$ cat src/rtl/alu_arbiter_pkg.sv
// Shared types for the ALU and its two-requester arbiter: ALU operation codes,
// arbiter FSM state encoding and the registered response bundle.
package alu_arbiter_pkg;

    typedef enum logic [3:0] {
        ALU_AND = 4'b0000,
        ALU_OR  = 4'b0001,
        ALU_ADD = 4'b0010,
        ALU_SUB = 4'b0110,
        ALU_SLT = 4'b0111,
        ALU_XOR = 4'b1000,
        ALU_NOR = 4'b1100
    } alu_control_t;

    // Plain vector plus constants keeps the state encoding legacy-compatible.
    typedef logic [0:0] arb_state_t;
    localparam arb_state_t S_IDLE = 1'b0;
    localparam arb_state_t S_BUSY = 1'b1;

    typedef struct packed {
        logic [31:0] result;
        logic        overflow;
        logic        zero;
        logic        equal;
    } alu_resp_t;

endpackage

$ cat src/rtl/alu.sv
// Combinational N-bit ALU: logic ops, add/sub with signed overflow, set-less-than,
// plus zero and operand-equality flags.
module alu
    import alu_arbiter_pkg::*;
#(
    parameter int N = 32
) (
    input  logic [N-1:0] a,
    input  logic [N-1:0] b,
    input  alu_control_t control,
    output logic [N-1:0] result,
    output logic         overflow,
    output logic         zero,
    output logic         equal
);

    logic [N-1:0] sum_s;
    logic [N-1:0] diff_s;

    assign sum_s  = a + b;
    assign diff_s = a - b;

    // Operation select; overflow is only meaningful for ADD and SUB.
    always_comb begin
        result   = {N{1'b0}};
        overflow = 1'b0;
        case (control)
            ALU_AND: result = a & b;
            ALU_OR:  result = a | b;
            ALU_XOR: result = a ^ b;
            ALU_NOR: result = ~(a | b);
            ALU_ADD: begin
                result   = sum_s;
                overflow = (a[N-1] == b[N-1]) && (sum_s[N-1] != a[N-1]);
            end
            ALU_SUB: begin
                result   = diff_s;
                overflow = (a[N-1] != b[N-1]) && (diff_s[N-1] != a[N-1]);
            end
            ALU_SLT: result = {{(N-1){1'b0}}, ($signed(a) < $signed(b))};
            default: begin
                result   = {N{1'b0}};
                overflow = 1'b0;
            end
        endcase
    end

    assign zero  = (result == {N{1'b0}});
    assign equal = (a == b);

endmodule

$ cat src/rtl/rr_grant2.sv
// Two-way round-robin grant: a lone requester wins, a tie goes to the requester
// that did not win last time. Output is one-hot, or zero when nobody asks.
module rr_grant2 (
    input  logic [1:0] valid,
    input  logic       last_grant,
    output logic [1:0] grant
);

    // Tie-break against the previous winner.
    always_comb begin
        grant = 2'b00;
        case (valid)
            2'b01:   grant = 2'b01;
            2'b10:   grant = 2'b10;
            2'b11:   grant = last_grant ? 2'b01 : 2'b10;
            default: grant = 2'b00;
        endcase
    end

endmodule

$ cat src/rtl/alu_arbiter.sv
// Shares one ALU between two requesters with round-robin arbitration; the
// result and flags are registered and held until the owning requester takes them.
module alu_arbiter
    import alu_arbiter_pkg::*;
#(
    parameter int N = 32
) (
    input  logic         clk,
    input  logic         rst_n,
    input  logic [1:0]   req_valid,
    output logic [1:0]   req_ready,
    input  logic [N-1:0] a0,
    input  logic [N-1:0] b0,
    input  alu_control_t control0,
    input  logic [N-1:0] a1,
    input  logic [N-1:0] b1,
    input  alu_control_t control1,
    output logic [1:0]   resp_valid,
    input  logic [1:0]   resp_ready,
    output logic [N-1:0] resp_result,
    output logic         resp_overflow,
    output logic         resp_zero,
    output logic         resp_equal
);

    arb_state_t   state_r;
    logic         owner_r;
    logic         last_grant_r;
    logic [1:0]   resp_valid_r;
    logic [N-1:0] resp_result_r;
    logic         resp_overflow_r;
    logic         resp_zero_r;
    logic         resp_equal_r;

    logic [1:0]   grant_s;
    logic         sel_s;
    logic         accept_s;
    logic [N-1:0] alu_a_s;
    logic [N-1:0] alu_b_s;
    alu_control_t alu_control_s;
    logic [N-1:0] alu_result_s;
    logic         alu_overflow_s;
    logic         alu_zero_s;
    logic         alu_equal_s;

    rr_grant2 u_rr_grant2 (
        .valid      (req_valid),
        .last_grant (last_grant_r),
        .grant      (grant_s)
    );

    // With no grant sel_s is 0, so requester 0 drives the ALU by default.
    assign sel_s = grant_s[1];

    // Operand mux into the shared ALU.
    always_comb begin
        if (sel_s) begin
            alu_a_s       = a1;
            alu_b_s       = b1;
            alu_control_s = control1;
        end else begin
            alu_a_s       = a0;
            alu_b_s       = b0;
            alu_control_s = control0;
        end
    end

    alu #(.N(N)) u_alu (
        .a        (alu_a_s),
        .b        (alu_b_s),
        .control  (alu_control_s),
        .result   (alu_result_s),
        .overflow (alu_overflow_s),
        .zero     (alu_zero_s),
        .equal    (alu_equal_s)
    );

    // Ready depends only on state and req_valid, never on resp_ready.
    always_comb begin
        if (rst_n && (state_r == S_IDLE)) begin
            req_ready = grant_s;
        end else begin
            req_ready = 2'b00;
        end
    end

    assign accept_s = |(req_valid & req_ready);

    // Arbitration FSM and response capture.
    always_ff @(posedge clk) begin
        if (!rst_n) begin
            state_r         <= S_IDLE;
            owner_r         <= 1'b0;
            last_grant_r    <= 1'b1;
            resp_valid_r    <= 2'b00;
            resp_result_r   <= {N{1'b0}};
            resp_overflow_r <= 1'b0;
            resp_zero_r     <= 1'b0;
            resp_equal_r    <= 1'b0;
        end else begin
            case (state_r)
                S_IDLE: begin
                    if (accept_s) begin
                        state_r         <= S_BUSY;
                        owner_r         <= sel_s;
                        last_grant_r    <= sel_s;
                        resp_valid_r    <= sel_s ? 2'b10 : 2'b01;
                        resp_result_r   <= alu_result_s;
                        resp_overflow_r <= alu_overflow_s;
                        resp_zero_r     <= alu_zero_s;
                        resp_equal_r    <= alu_equal_s;
                    end
                end
                S_BUSY: begin
                    if (resp_ready[owner_r]) begin
                        state_r      <= S_IDLE;
                        resp_valid_r <= 2'b00;
                    end
                end
                default: begin
                    state_r      <= S_IDLE;
                    resp_valid_r <= 2'b00;
                end
            endcase
        end
    end

    assign resp_valid    = resp_valid_r;
    assign resp_result   = resp_result_r;
    assign resp_overflow = resp_overflow_r;
    assign resp_zero     = resp_zero_r;
    assign resp_equal    = resp_equal_r;

endmodule

$ cat config.mk
export PLATFORM = sky130hd
export DESIGN_NAME = alu_arbiter
export DESIGN_NICKNAME = d
export VERILOG_FILES = /design/src/rtl/alu_arbiter_pkg.sv /design/src/rtl/alu.sv /design/src/rtl/rr_grant2.sv /design/src/rtl/alu_arbiter.sv
export SDC_FILE = /design/constraint.sdc
export NUM_CORES = 1
export LEC_CHECK = 0
export CAP_MARGIN = 20
export CORE_ASPECT_RATIO = 0.75
export CORE_MARGIN = 5
export CORE_UTILIZATION = 55
export DETAILED_ROUTE_END_ITERATION = 16
export HOLD_SLACK_MARGIN = 0.15
export PLACE_DENSITY_LB_ADDON = 0.12
export SLEW_MARGIN = 20
export SYNTH_ARGS = -nofsm -noshare
export SYNTH_HDL_FRONTEND = slang
export SYNTH_HIERARCHICAL = 1
export SYNTH_SLANG_ARGS = --single-unit
$ cat constraint.sdc
create_clock -name clk -period 10.2 [get_ports clk]
set_input_delay 2.04 -clock clk [delete_from_list [all_inputs] [get_ports clk]]
set_output_delay 2.04 -clock clk [all_outputs]
set_load 0.1 [all_outputs]
Word level (Yosys, flattened, before mapping)

Index checks and enable logic that the tools add are counted.

Reduce and logical (&&, ||, !) cells: 8
Equal/unequal tests: 16
Add/subtract/negate cells: 2
Bitwise operators: 6
Multiplexer cells: 17
Magnitude comparators: 2

Operator list:

| operator                                            | number |
|---|---|
| case mux 32 bit (7 select lines)                    | 1 |
| two-way mux 32 bit                                  | 2 |
| adder 32 bit                                        | 1 |
| AND 32 bit                                          | 1 |
| equality test 32 bit                                | 1 |
| logical NOT 32 bit                                  | 1 |
| less-than comparator 32 bit                         | 1 |
| inverter 32 bit                                     | 1 |
| bitwise OR 32 bit                                   | 1 |
| subtractor 32 bit                                   | 1 |
| bitwise XOR 32 bit                                  | 1 |
| two-way mux 2 bit                                   | 5 |
| equality test 4 x 3 -> 1 bit, second input constant | 2 |
| equality test 4 bit, second input constant          | 2 |
| case mux 2 bit (3 select lines)                     | 1 |
| equality test 2 bit, second input constant          | 2 |
| equality test 4 x 1 -> 1 bit, second input constant | 1 |
| equality test 4 x 2 -> 1 bit, second input constant | 1 |
| logical NOT 4 bit                                   | 1 |
| two-way mux 1 bit                                   | 4 |
| two-way mux 4 bit                                   | 1 |
| case mux 1 bit (2 select lines)                     | 2 |
| case mux 2 bit (2 select lines)                     | 1 |
| AND reduction 2 bit                                 | 2 |
| 10 further kinds                                    | 14 |

Word-level logic and storage cells: 59
Output and inout port bits: 39
Bits in registers: 40
Input port bits: 142

Logic depth before layout (Yosys ltp)

Depth in word-level cells: 7
Gate-level depth with buffers: 21
Depth with buffers taken out: 19

By module

The synthesis kept the hierarchy.

Modules (own cells, without submodules):

| module      | area each (µm²) | cells an instance | sequential area each (µm²) | instances |
|---|---|---|---|---|
| alu         | 6,007.0         | 916               | 0.0                        | 1 |
| alu_arbiter | 2,444.8         | 260               | 800.8                      | 1 |
| rr_grant2   | 18.8            | 3                 | 0.0                        | 1 |

Worst setup path before layout

Ideal clock, no wire load.

Path kind: input -> register
Start point: input port req_valid[1]
End point: register resp_zero_r, in the netlist resp_zero
Required time: 10.131 ns
Arrival: 7.097 ns
Stages: 21
Buffers on the path: 2
Library setup time: 0.069 ns
Path slack: 3.033 ns
Cell sequence: a21boi_0 > buf_6 > buf_2 > mux2_2 > inv_1 > ha_1 > inv_1 > fa_1 > nand2b_1 > a21oi_1 > xnor2_1 > a211o_1 > nor4_1 > or4b_1 > or4_1 > or4b_1 > or4_1 > or4_4 > nor4b_4 > nand3_1 > o21ai_2

Elaborated cells on any way between the ends: 27
Those cells by class: 2 x add/sub; 1 x order compare; 9 x eq/ne; 6 x mux; 5 x bitwise; 4 x reduce/logical

RTL lines:

| item                                                                       | RTL line             | text |
|---|---|---|
| start, declared                                                            | alu_arbiter.sv:10    | `input logic [1:0] req_valid,` |
| equality test 2 bit / equality test 2 x 1 -> 1 bit (equally long branches) | rr_grant2.sv:12      | `case (valid)` |
| case mux 2 bit (3 select lines) (*)                                        | rr_grant2.sv:12      |  |
| two-way mux 32 bit (*)                                                     | alu_arbiter.sv:57    | `if (sel_s) begin` |
| named net alu_a_s[0]                                                       | alu_arbiter.sv:38    | `logic [N-1:0] alu_a_s;` |
| subtractor 32 bit / adder 32 bit (equally long branches)                   | alu.sv:21, alu.sv:20 |  |
| case mux 32 bit (7 select lines) (*)                                       | alu.sv:27            | `case (control)` |
| named net alu_result_s[4]                                                  | alu_arbiter.sv:41    | `logic [N-1:0] alu_result_s;` |
| logical NOT 32 bit (*)                                                     | alu.sv:48            | `assign zero = (result == {N{1'b0}});` |
| named net alu_zero_s                                                       | alu_arbiter.sv:43    | `logic alu_zero_s;` |
| end signal, assigned                                                       | alu_arbiter.sv:110   | `resp_zero_r <= alu_zero_s;` |
| end, declared                                                              | alu_arbiter.sv:32    | `logic resp_zero_r;` |

The timed path passes the listed nets; every way through them passes the cells marked *.
A chain may end at the register's enable or synchronous reset.

Worst setup path in the final report

Start point: input port req_valid[1]
End point: register resp_zero_r, in the netlist resp_zero

Elaborated cells on any way between the ends: 27
Those cells by class: 2 x add/sub; 1 x order compare; 9 x eq/ne; 6 x mux; 5 x bitwise; 4 x reduce/logical

RTL lines:

| item                                                                       | RTL line             | text |
|---|---|---|
| equality test 2 bit / equality test 2 x 1 -> 1 bit (equally long branches) | rr_grant2.sv:12      |  |
| case mux 2 bit (3 select lines) (*)                                        | rr_grant2.sv:12      |  |
| named net grant_s[1]                                                       | alu_arbiter.sv:35    | `logic [1:0] grant_s;` |
| two-way mux 32 bit (*)                                                     | alu_arbiter.sv:57    |  |
| named net alu_b_s[2]                                                       | alu_arbiter.sv:39    | `logic [N-1:0] alu_b_s;` |
| subtractor 32 bit / adder 32 bit (equally long branches)                   | alu.sv:21, alu.sv:20 |  |
| case mux 32 bit (7 select lines) (*)                                       | alu.sv:27            |  |
| named net alu_result_s[4]                                                  | alu_arbiter.sv:41    |  |
| logical NOT 32 bit (*)                                                     | alu.sv:48            |  |
| named net alu_zero_s                                                       | alu_arbiter.sv:43    |  |

Marked as above.

==> results.cfg <==
[synth]
syn_area_um2 = 8470
ys_types = 87
async_flop_share = 0
avgSynthCellArea_um2 = 7.18
synth_edf_count = 0
synth_nets = 1420
synth_warnings = 6
synth.ff_latch_count = 40
syn_inst = 1179
ys.flop_type = dfxtp_1
seq_area_frac_synth = 0.0945

[floorplanning]
start_util = 0.558
rows = 39
core_um2 = 15200
die_w_um = 153
io_pins = 181
die_h_um = 117
die-area_um2 = 18000

[routing]
viasPerCell = 6.50
wire_per_inst_um = 20.7
drc = 0
first_pass_iters = 8
drt_iter0_drc = 1285
num_vias = 9794
wl_mm = 31.1
ant_nets = 0

[critical_path]
path_buf_inv = 3
crit_path_top_delay_cell = or4_1
end_kind = flip-flop
cp.required_ps = 10410
crit_family = simple AND/OR/NAND/NOR gates
path_class = in -> reg
slowest_delay_ps = 570
cp_cell_sequence = clkdlybuf4s50_1 > a21boi_4 > buf_4 > mux2_2 > inv_1 > ha_1 > nand2b_1 > a21oi_1 > xnor2_1 > a211o_1 > nor4_1 > or4b_1 > or4_1 > or4b_1 > or4_1 > or4_4 > nor4b_4 > nand3_1 > o21ai_2
critPathMaxFanout = 29
cp-start-kind = input pin
worstPathArrival_ps = 8340

[global_route]
overflow = 0
grt_pass1_vias = 9034
grt_pass1_wl_mm = 48.9
grt_max_degree = 46
grt_antenna_before_repair = 0
globalRouteTotalUtil = 0.326

[clocking]
cts_root_buffer = clkbuf_16
cts_resized = 0
cts_tree = done
cts_hold_buf = 0
numCtsBuffers = 5
h-tree-depth = 2
path_clk_slew_ps = 60
clk_path_buf_depth = 2
cts_sinks = 40
post_cts_buffers = 0
clock_latency_ps = 280

[power]
irDropWorstVdd_mv = 0.0782
leakagePower_nw = 4.42
power_density_nw_per_um2 = 112

[placed_design]
port_buffers = 180
gp_congestion = 1.07
place_area_um2 = 10300
dp_hpwl_mm = 24.4

[sta]
clock_skew_ps = 3.95
finalHoldViolCount = 0
period_minus_slack_ps = 8120
fin_crit_sh = 0.796
drv_slew = 0
fin_tns_setup_ps = 0
finalSetupViolCount = 0
relSlewSlack = 0.314
rsz0062_at_grt = false
clock.fmax_mhz = 123
worst_pin_slew_ps = 1030

[final_layout]
final_area_um2 = 10500
area_growth_pct = 23.7
drive_gt1_frac = 0.115
antenna_cells = 0
num-nets-final = 1541

[worst_hold_path]
hp-class = reg -> reg

[status]
status = finished clean

[job]
maxCapViolCount = 0
-- layout by cell type, fill, tap and decap left out, types with 6 or more instances in the layout --
master	count
or3_1	10
nand2b_1	10
nor2_1	83
dfxtp_1	40
a31oi_1	11
o31ai_1	14
inv_1	106
buf_4	16
o21a_1	12
o21bai_1	10
nand3b_1	7
nor2b_1	10
a22oi_1	6
and3_1	12
o31a_1	7
nand2_1	91
clkdlybuf4s50_1	180
nor4_1	13
a21o_1	18
a221o_1	13
nand3_1	60
ha_1	97
a211o_1	10
o21ai_2	29
a21oi_1	76
mux2_2	70
o211ai_1	12
a211oi_1	20
nor3_1	32
o21ai_0	69
nand4_1	8
a221oi_1	10
mux2i_1	13
-- logic make-up (layout without fill, tap and decap cells) --
kind of cell	after synthesis	count (layout)	share of synthesized area
AOI/OAI and AO/OA	384	384	0.320
and+or+nand+nor	380	380	0.228
buffers and inverters	188	310	0.0960
adders and majority gates	99	99	0.148
muxes	83	83	0.108
DFF	40	40	0.0945
xor gates and xnor gates	5	5	0.00517
-- metal layers --
layer  routed length (um)  GRT usage  vias to the layer above
met5                    0          0                        -
met4                  517     0.0651                        0
met3                 4680      0.119                       52
met2                12600      0.469                      676
met1                13300      0.466                     4485
li1                     -          -                     4581
-- Yosys cell counts (all sizes together), types with 11 or more instances --
| master | instances | share of area |
|---|---|---|
| and3 | 12 | 0.0089 |
| nor2 | 84 | 0.038 |
| nand3 | 60 | 0.035 |
| nor4 | 14 | 0.010 |
| nor3 | 33 | 0.020 |
| o211ai | 13 | 0.012 |
| buf | 40 | 0.030 |
| mux2 | 70 | 0.093 |
| inv | 106 | 0.047 |
| clkbuf | 42 | 0.019 |
| nand2 | 92 | 0.041 |
| o21a | 12 | 0.011 |
| a221o | 13 | 0.015 |
| a31oi | 11 | 0.0081 |
| ha | 97 | 0.14 |
| o31ai | 14 | 0.012 |
| a21oi | 77 | 0.046 |
| o21ai | 101 | 0.073 |
| dfxtp | 40 | 0.095 |
| a21o | 18 | 0.016 |
| a211oi | 21 | 0.019 |
| mux2i | 13 | 0.015 |
-- power by group --
group | switching [mW] | internal, mW
clock | 0.0607 | 0.129
sequential | 0.00804 | 0.170
combinational | 0.516 | 0.289
total | 0.585 | 0.588
-- worst paths after layout --
| path | from | end | slack [ps] | depth (start not counted) |
|---|---|---|---|---|
| min reg2reg | resp_result[5] | resp_result[5] | 460 | 2 |
| min | resp_result[5] | resp_result[5] | 460 | 2 |
| max | req_valid[1] | resp_zero | 2080 | 19 |
| max reg2reg | last_grant_r | resp_zero | 4020 | 18 |
-- worst reg2reg max path, delay by kind of cell (launching register included) --
| kind | cells | cell delay, ps |
|---|---|---|
| AND/OR/NAND/NOR | 9 | 3530 |
| AO/OA/AOI/OAI | 4 | 890 |
| buffers and inverters | 2 | 490 |
| multiplexers | 1 | 410 |
| flip-flops | 1 | 350 |
| adder cells (fa/ha/maj) | 1 | 350 |
| XOR/XNOR | 1 | 90 |
-- sequential cells by signal, summed over array words and instances, names as in the netlist --
| name | count |
|---|---|
| resp_valid | 2 |
| resp_result | 32 |
| state_r | 1 |
| last_grant_r | 1 |
| owner_r | 1 |
| resp_overflow | 1 |
| resp_zero | 1 |
| resp_equal | 1 |
-- final cells by class --
class / instances / area (um2)
timing repair buffer: 196 / 1920
clock buffer: 7 / 153
multi-input combinational: 951 / 6920
clock inverter: 1 / 30.0
fill: 1252 / 4700
tap: 205 / 256
sequential: 40 / 801
inverter: 106 / 398
-- metrics by stage --
| step | worst slack [ps] | hold slack (ps) | utilization | power, mW | instances |
|---|---|---|---|---|---|
| after floorplan | 3030 | 452 | - | 0.736 | 1179 |
| after global placement | 1980 | 443 | 0.678 | 0.951 | 1498 |
| after detailed placement | 1980 | 451 | 0.678 | 0.955 | 1498 |
| after CTS | 2170 | 460 | 0.690 | 1.15 | 1506 |
| after global routing | 1780 | 470 | 0.690 | 1.24 | 1506 |
| final | 2080 | 459 | 0.690 | 1.17 | 1506 |
(Power assumes the default switching activity.)
